<file path="src/rtl/instr_serial_loader.sv">
// instr_serial_loader: synchronises and debounces the board load button and
// opcode switch, then shifts one opcode bit per debounced press, LSB first.
module instr_serial_loader #(
    parameter int unsigned DEBOUNCE_CYCLES = 16,
    parameter int unsigned CNT_W           = 16
) (
    input  logic       clk,
    input  logic       reset_all_n,
    input  logic       instr_load_en,
    input  logic       instruction_in,
    input  logic       reset_instr,
    output logic [3:0] opcode,
    output logic [2:0] bit_count,
    output logic       opcode_valid,
    output logic       opcode_strobe
);

    localparam logic [CNT_W-1:0] CntMax = CNT_W'(DEBOUNCE_CYCLES - 1);

    // Two-flop synchronisers
    logic load_s1_q, load_s2_q;
    logic din_s1_q, din_s2_q;
    logic rst_s1_q, rst_s2_q;

    // Debouncer state
    logic             db_level_q, db_level_d;
    logic [CNT_W-1:0] db_cnt_q, db_cnt_d;
    logic             capture;

    // Opcode shift state
    logic [3:0] opcode_q, opcode_d;
    logic [2:0] bit_count_q, bit_count_d;
    logic       opcode_valid_q, opcode_valid_d;
    logic       opcode_strobe_q, opcode_strobe_d;

    // Synchronise the three asynchronous inputs; the clear idles high
    always_ff @(posedge clk or negedge reset_all_n) begin
        if (!reset_all_n) begin
            load_s1_q <= 1'b0;
            load_s2_q <= 1'b0;
            din_s1_q  <= 1'b0;
            din_s2_q  <= 1'b0;
            rst_s1_q  <= 1'b1;
            rst_s2_q  <= 1'b1;
        end else begin
            load_s1_q <= instr_load_en;
            load_s2_q <= load_s1_q;
            din_s1_q  <= instruction_in;
            din_s2_q  <= din_s1_q;
            rst_s1_q  <= reset_instr;
            rst_s2_q  <= rst_s1_q;
        end
    end

    // Debounce: level flips only after DEBOUNCE_CYCLES consecutive differing samples
    always_comb begin
        db_level_d = db_level_q;
        db_cnt_d   = db_cnt_q;
        capture    = 1'b0;
        if (load_s2_q == db_level_q) begin
            db_cnt_d = '0;
        end else if (db_cnt_q == CntMax) begin
            db_level_d = ~db_level_q;
            db_cnt_d   = '0;
            capture    = ~db_level_q;  // only the 0->1 transition loads a bit
        end else begin
            db_cnt_d = db_cnt_q + CNT_W'(1);
        end
    end

    // Debouncer registers
    always_ff @(posedge clk or negedge reset_all_n) begin
        if (!reset_all_n) begin
            db_level_q <= 1'b0;
            db_cnt_q   <= '0;
        end else begin
            db_level_q <= db_level_d;
            db_cnt_q   <= db_cnt_d;
        end
    end

    // Opcode capture; an instruction clear overrides a coincident capture
    always_comb begin
        opcode_d        = opcode_q;
        bit_count_d     = bit_count_q;
        opcode_strobe_d = 1'b0;
        if (!rst_s2_q) begin
            opcode_d    = 4'b0000;
            bit_count_d = 3'd0;
        end else if (capture && (bit_count_q != 3'd4)) begin
            opcode_d[bit_count_q[1:0]] = din_s2_q;
            bit_count_d                = bit_count_q + 3'd1;
            opcode_strobe_d            = (bit_count_q == 3'd3);
        end
        opcode_valid_d = (bit_count_d == 3'd4);
    end

    // Opcode output registers
    always_ff @(posedge clk or negedge reset_all_n) begin
        if (!reset_all_n) begin
            opcode_q        <= 4'b0000;
            bit_count_q     <= 3'd0;
            opcode_valid_q  <= 1'b0;
            opcode_strobe_q <= 1'b0;
        end else begin
            opcode_q        <= opcode_d;
            bit_count_q     <= bit_count_d;
            opcode_valid_q  <= opcode_valid_d;
            opcode_strobe_q <= opcode_strobe_d;
        end
    end

    assign opcode        = opcode_q;
    assign bit_count     = bit_count_q;
    assign opcode_valid  = opcode_valid_q;
    assign opcode_strobe = opcode_strobe_q;

endmodule

</file>
<file path="config.mk">
export PLATFORM = sky130hd
export DESIGN_NAME = instr_serial_loader
export DESIGN_NICKNAME = d
export VERILOG_FILES = /design/src/rtl/instr_serial_loader.sv
export SDC_FILE = /design/constraint.sdc
export NUM_CORES = 1
export LEC_CHECK = 0
export BUFFER_PORTS_ARGS = -buffer_cell sky130_fd_sc_hd__buf_2
export CORE_ASPECT_RATIO = 1.25
export CORE_MARGIN = 2
export CORE_UTILIZATION = 50
export DETAILED_ROUTE_END_ITERATION = 10
export PLACE_DENSITY = 0.72
export SLEW_MARGIN = 20
export SYNTH_ARGS = -nofsm -noshare
export SYNTH_HDL_FRONTEND = slang
export SYNTH_SLANG_ARGS = --single-unit
</file>
<file path="constraint.sdc">
create_clock -name clk -period 1.8 [get_ports clk]
set_clock_uncertainty 0.2 [all_clocks]
set_input_delay 0.27 -clock clk [delete_from_list [all_inputs] [get_ports clk]]
set_output_delay 0.27 -clock clk [all_outputs]
set_load 0.01 [all_outputs]
</file>
==> flow_results.org <==
** Logic synthesis
- Most instantiated flip-flop cell in the synthesis netlist :: sky130_fd_sc_hd__dfrtp_1
- Syn Nets :: 163
- Synthesis instantiated 26 different standard cells from the library.
- In this run, synthesis produced a sequential element count of 32.
- Top post-synthesis cells by area :: sky130_fd_sc_hd__dfrtp_1, sky130_fd_sc_hd__ha_1, sky130_fd_sc_hd__xnor2_1, sky130_fd_sc_hd__nand2_1, sky130_fd_sc_hd__dfstp_2
- Share of the yosys chip area belonging to registers :: 53.4%
- Total number of yosys warnings :: 0
- The cell count after synthesis came out at about 150.
- After synthesis, the share of flip-flops with an asynchronous set or reset is 100%.
- Top-area cell type share of the netlist area :: about 50%
- Post-synthesis instance area :: around 0.0015 sq mm
- Average instance area after synthesis :: 9.89 sq um
- The biggest area contributor in the post-synthesis netlist is sky130_fd_sc_hd__dfrtp_1.
- Number of synthesized flops with an enable pin :: 0

** Detailed routing
- In the final routing, the length of wire on met1 measures between 1.5 and 2 mm.
- The final layout contains routed wiring with a total length of 4.13 mm.
- Total iterations of the first detailed-routing run :: 4
- In the routed design, unresolved DRC markers number 0.
- Post-detailed-route via-to-cell ratio :: between 5 and 6
- Iteration-0 DRC Markers :: 60
- Signal routing reaches up to met4.
- Count of vias placed by the detailed router :: 1435
- The routed design uses about 2.2 mm of met2 wire.
- Number of nets with antenna violations after detailed routing :: 0
- Total met3 wirelength after detailed routing :: approximately 150 um
- Routed len/inst :: about 16 um

** Timing
- Transition time at the pin with the least slew margin :: 0.734 ns
- Setup violation total in the final timing report :: 16
- In the post-route analysis, the smallest setup slack over all paths is -0.148 ns.
- Remaining max-slew budget at the tightest pin :: 51.1%
- The max-slew violation count was 0.
- Final critical delay including setup and external delays :: 1.95 ns
- The hold violation total from the final report is 0.
- Setup repair after global routing could not meet its margin everywhere.
- Of the available clock period, the critical path in the final layout requires 108%.
- Peak clock frequency supported by timing :: 513 MHz

** Cells and area
- At the end of the flow the core is filled with cells to 77.1%.
- Of the cells placed in the final design, the portion with a size suffix greater than 1 is between 40 and 50%.
- Most common cell after layout, fill and taps aside :: sky130_fd_sc_hd__buf_4
- Nets@finish :: 230
- The filler cells instantiated in the layout total 198.
- Leaving out filler cells and counting taps, the final layout contains 256.
- After routing the design area is 0.00223 sq mm.
- Commonest cells after routing, fill and taps aside :: sky130_fd_sc_hd__buf_4, sky130_fd_sc_hd__dfrtp_1, sky130_fd_sc_hd__nand2_1
- Compared with the post-synthesis result, the final layout area differs by 48.3%.
- 0 antenna diodes ended up in the layout.

** Run
- Max-cap violations in this run came to 0.

** Placement
- Place WS :: -0.200 ns
- Cell area after placement :: 0.00191 sq mm
- Once placement completed, the tool counted placed cells totaling 235.
- Detailed placement ended at an HPWL of 2.60 mm.
- In this run the tool buffered the top-level ports with 13 buffer cells.
- Routability-driven placement finished with a final weighted congestion of 0.860.

** Clocking
- TritonCTS built the clock tree.
- The later pin in the worst-skew pair is clocked with a latency of 0.34 ns.
- Total clock sinks :: 32
- The H-tree was split into 2 levels.
- In this run the deepest clock path goes through 2 buffers.
- TritonCTS Buffers :: 5
- After clock tree synthesis, the clock-pin slew on the worst setup and hold paths is 0.11 ns.
- Root buffer selected by CTS :: sky130_fd_sc_hd__clkbuf_4

** Floorplan
- Vertical extent of the die :: 65.3 um
- Core area :: 0.00289 sq mm
- Die span in x :: between 50 and 60 um
- In this run the count of I/O pins placed on the die edge is 14.
- Initial core utilization :: 52.0%
- Die area :: 0.00347 sq mm
- The initialized floorplan defines 22 standard-cell rows.

** Worst setup path
- STA classifies the critical path startpoint as a flop.
- On the critical path, the stage with the largest delay is an instance of sky130_fd_sc_hd__or4_4.
- Walking the worst path, the cells encountered are nor4_4, buf_4, buf_4, nand3_2, or4_4, a21oi_2.
- Worst path arrival time :: 2.03 ns
- Library cell appearing most often on the critical path :: sky130_fd_sc_hd__buf_4
- For this run, the slowest stage of the critical path takes 0.45 ns.
- Classification of the worst setup path :: flop to flop
- Along the worst path, the maximum fanout reaches 3.
- STA classifies the critical path endpoint as a flop.
- At the worst endpoint, the required time is 1.88 ns.

** Global route
- Antenna violations before repair :: 0
- GRT Util Overall :: 26.1%
- Number of global-route vias before repair :: 1499
- Entering global routing, the biggest net connects 33 pins.
- The first global-routing pass estimated 6.61 mm of wire.
- Total global routing overflow :: 0

** Pwr
- Dividing total power by cell area gives a power density of 612 mW/mm^2.
- Overall power consumption :: 1.36 mW
- IR analysis of the VDD net gives a maximum drop of 804 uV.
- The analysis attributes to cell leakage a power of 1.04 nW.

** Min path
- Min-delay worst type :: flop to flop

** Run status
- Run status :: finished with violations
- Violated checks :: setup timing
-- cells in the mapped netlist, types with 3 or more instances --
master,instances
sky130_fd_sc_hd__dfrtp_1,30
sky130_fd_sc_hd__clkbuf_1,3
sky130_fd_sc_hd__nor3_1,4
sky130_fd_sc_hd__nand3_1,10
sky130_fd_sc_hd__inv_1,8
sky130_fd_sc_hd__a21oi_1,10
sky130_fd_sc_hd__o31ai_1,3
sky130_fd_sc_hd__nand4_1,7
sky130_fd_sc_hd__o21ai_0,7
sky130_fd_sc_hd__nor4_1,5
sky130_fd_sc_hd__xor2_1,3
sky130_fd_sc_hd__nor2_1,11
sky130_fd_sc_hd__nand2_1,16
sky130_fd_sc_hd__or4_1,5
sky130_fd_sc_hd__ha_1,6
sky130_fd_sc_hd__or3_1,3
sky130_fd_sc_hd__xnor2_1,8
-- state kept, by name, indices dropped and copies added (netlist names) --
signal and cells:
bit_count 3, db_cnt_q 16, db_level_q 1, din_s1_q 1, din_s2_q 1, load_s1_q 1
load_s2_q 1, opcode 4, opcode_strobe 1, opcode_valid 1, rst_s1_q 1, rst_s2_q 1
-- cell families (layout without fill, tap and decap cells) --
family                   Yosys count  in the layout  share of synthesized area, %
adder cells (fa/ha/maj)            6              6                          4.99
AND/OR/NAND/NOR                   67             67                          23.0
buffers and inverters             13             81                          3.41
flip-flops                        32             32                          53.4
XOR/XNOR                          11             11                          6.41
AO/OA/AOI/OAI                     23             23                          8.82
-- per-stage QoR --
stage | hold slack [ns] | TNS (ns)
4_1_cts | 0.161 | -0.328
5_1_grt | 0.170 | -2.29
6_report | 0.162 | -0.684
2_1_floorplan | -0.226 | -0.186
3_5_place_dp | 0.143 | -0.807
3_3_place_gp | 0.132 | -0.261
-- power by group --
part           switching (mW)  internal [mW]  total, mW
Clock                   0.257          0.291      0.548
Sequential            0.00918          0.733      0.742
Combinational          0.0423         0.0312     0.0735
-- critical path: cells and delay by family (launching register included) --
family | cells | cell delay [ns]
DFF | 1 | 0.44
AOI/OAI and AO/OA | 1 | 0.13
buffers and inverters | 2 | 0.28
and+or+nand+nor | 3 | 0.84
-- routing by layer --
layer | up-vias | GRT usage, %
met2 | 45 | 46.6
li1 | 680 | -
met4 | 0 | 9.94
met5 | - | 0
met3 | 12 | 6.59
met1 | 698 | 29.1
-- final timing paths --
kind                       cells after the start     endpoint          from  slack [ns]
setup / recovery                               6    opcode[0]  db_cnt_q[13]       -0.15
hold reg to reg                                0     rst_s2_q      rst_s1_q        0.16
max in group asynchronous                      2  db_cnt_q[7]   reset_all_n        0.56
hold / removal                                 0     rst_s2_q      rst_s1_q        0.16
setup reg to reg                               6    opcode[0]  db_cnt_q[13]       -0.15
min in group asynchronous                      2    opcode[0]   reset_all_n        0.32
-- timing repair --
item	in CTS	in global routing
endpoints found under the setup margin	20	23
hold buffers	4	0
pin swaps	12	6
hold endpoints to repair	33	0
gates resized for setup	19	16
setup buffers	5	4
-- final cells by class --
| type | instances | area, sq um | share of cell area (%) |
|---|---|---|---|
| tap | 36 | 45.0 | 2.02 |
| clock inverter | 2 | 35.0 | 1.57 |
| sequential | 32 | 806 | 36.1 |
| multi-input combinational | 107 | 792 | 35.5 |
| clock buffer | 6 | 41.3 | 1.85 |
| timing repair buffer | 65 | 480 | 21.5 |
| inverter | 8 | 30.0 | 1.35 |
(Power assumes the default switching activity.)
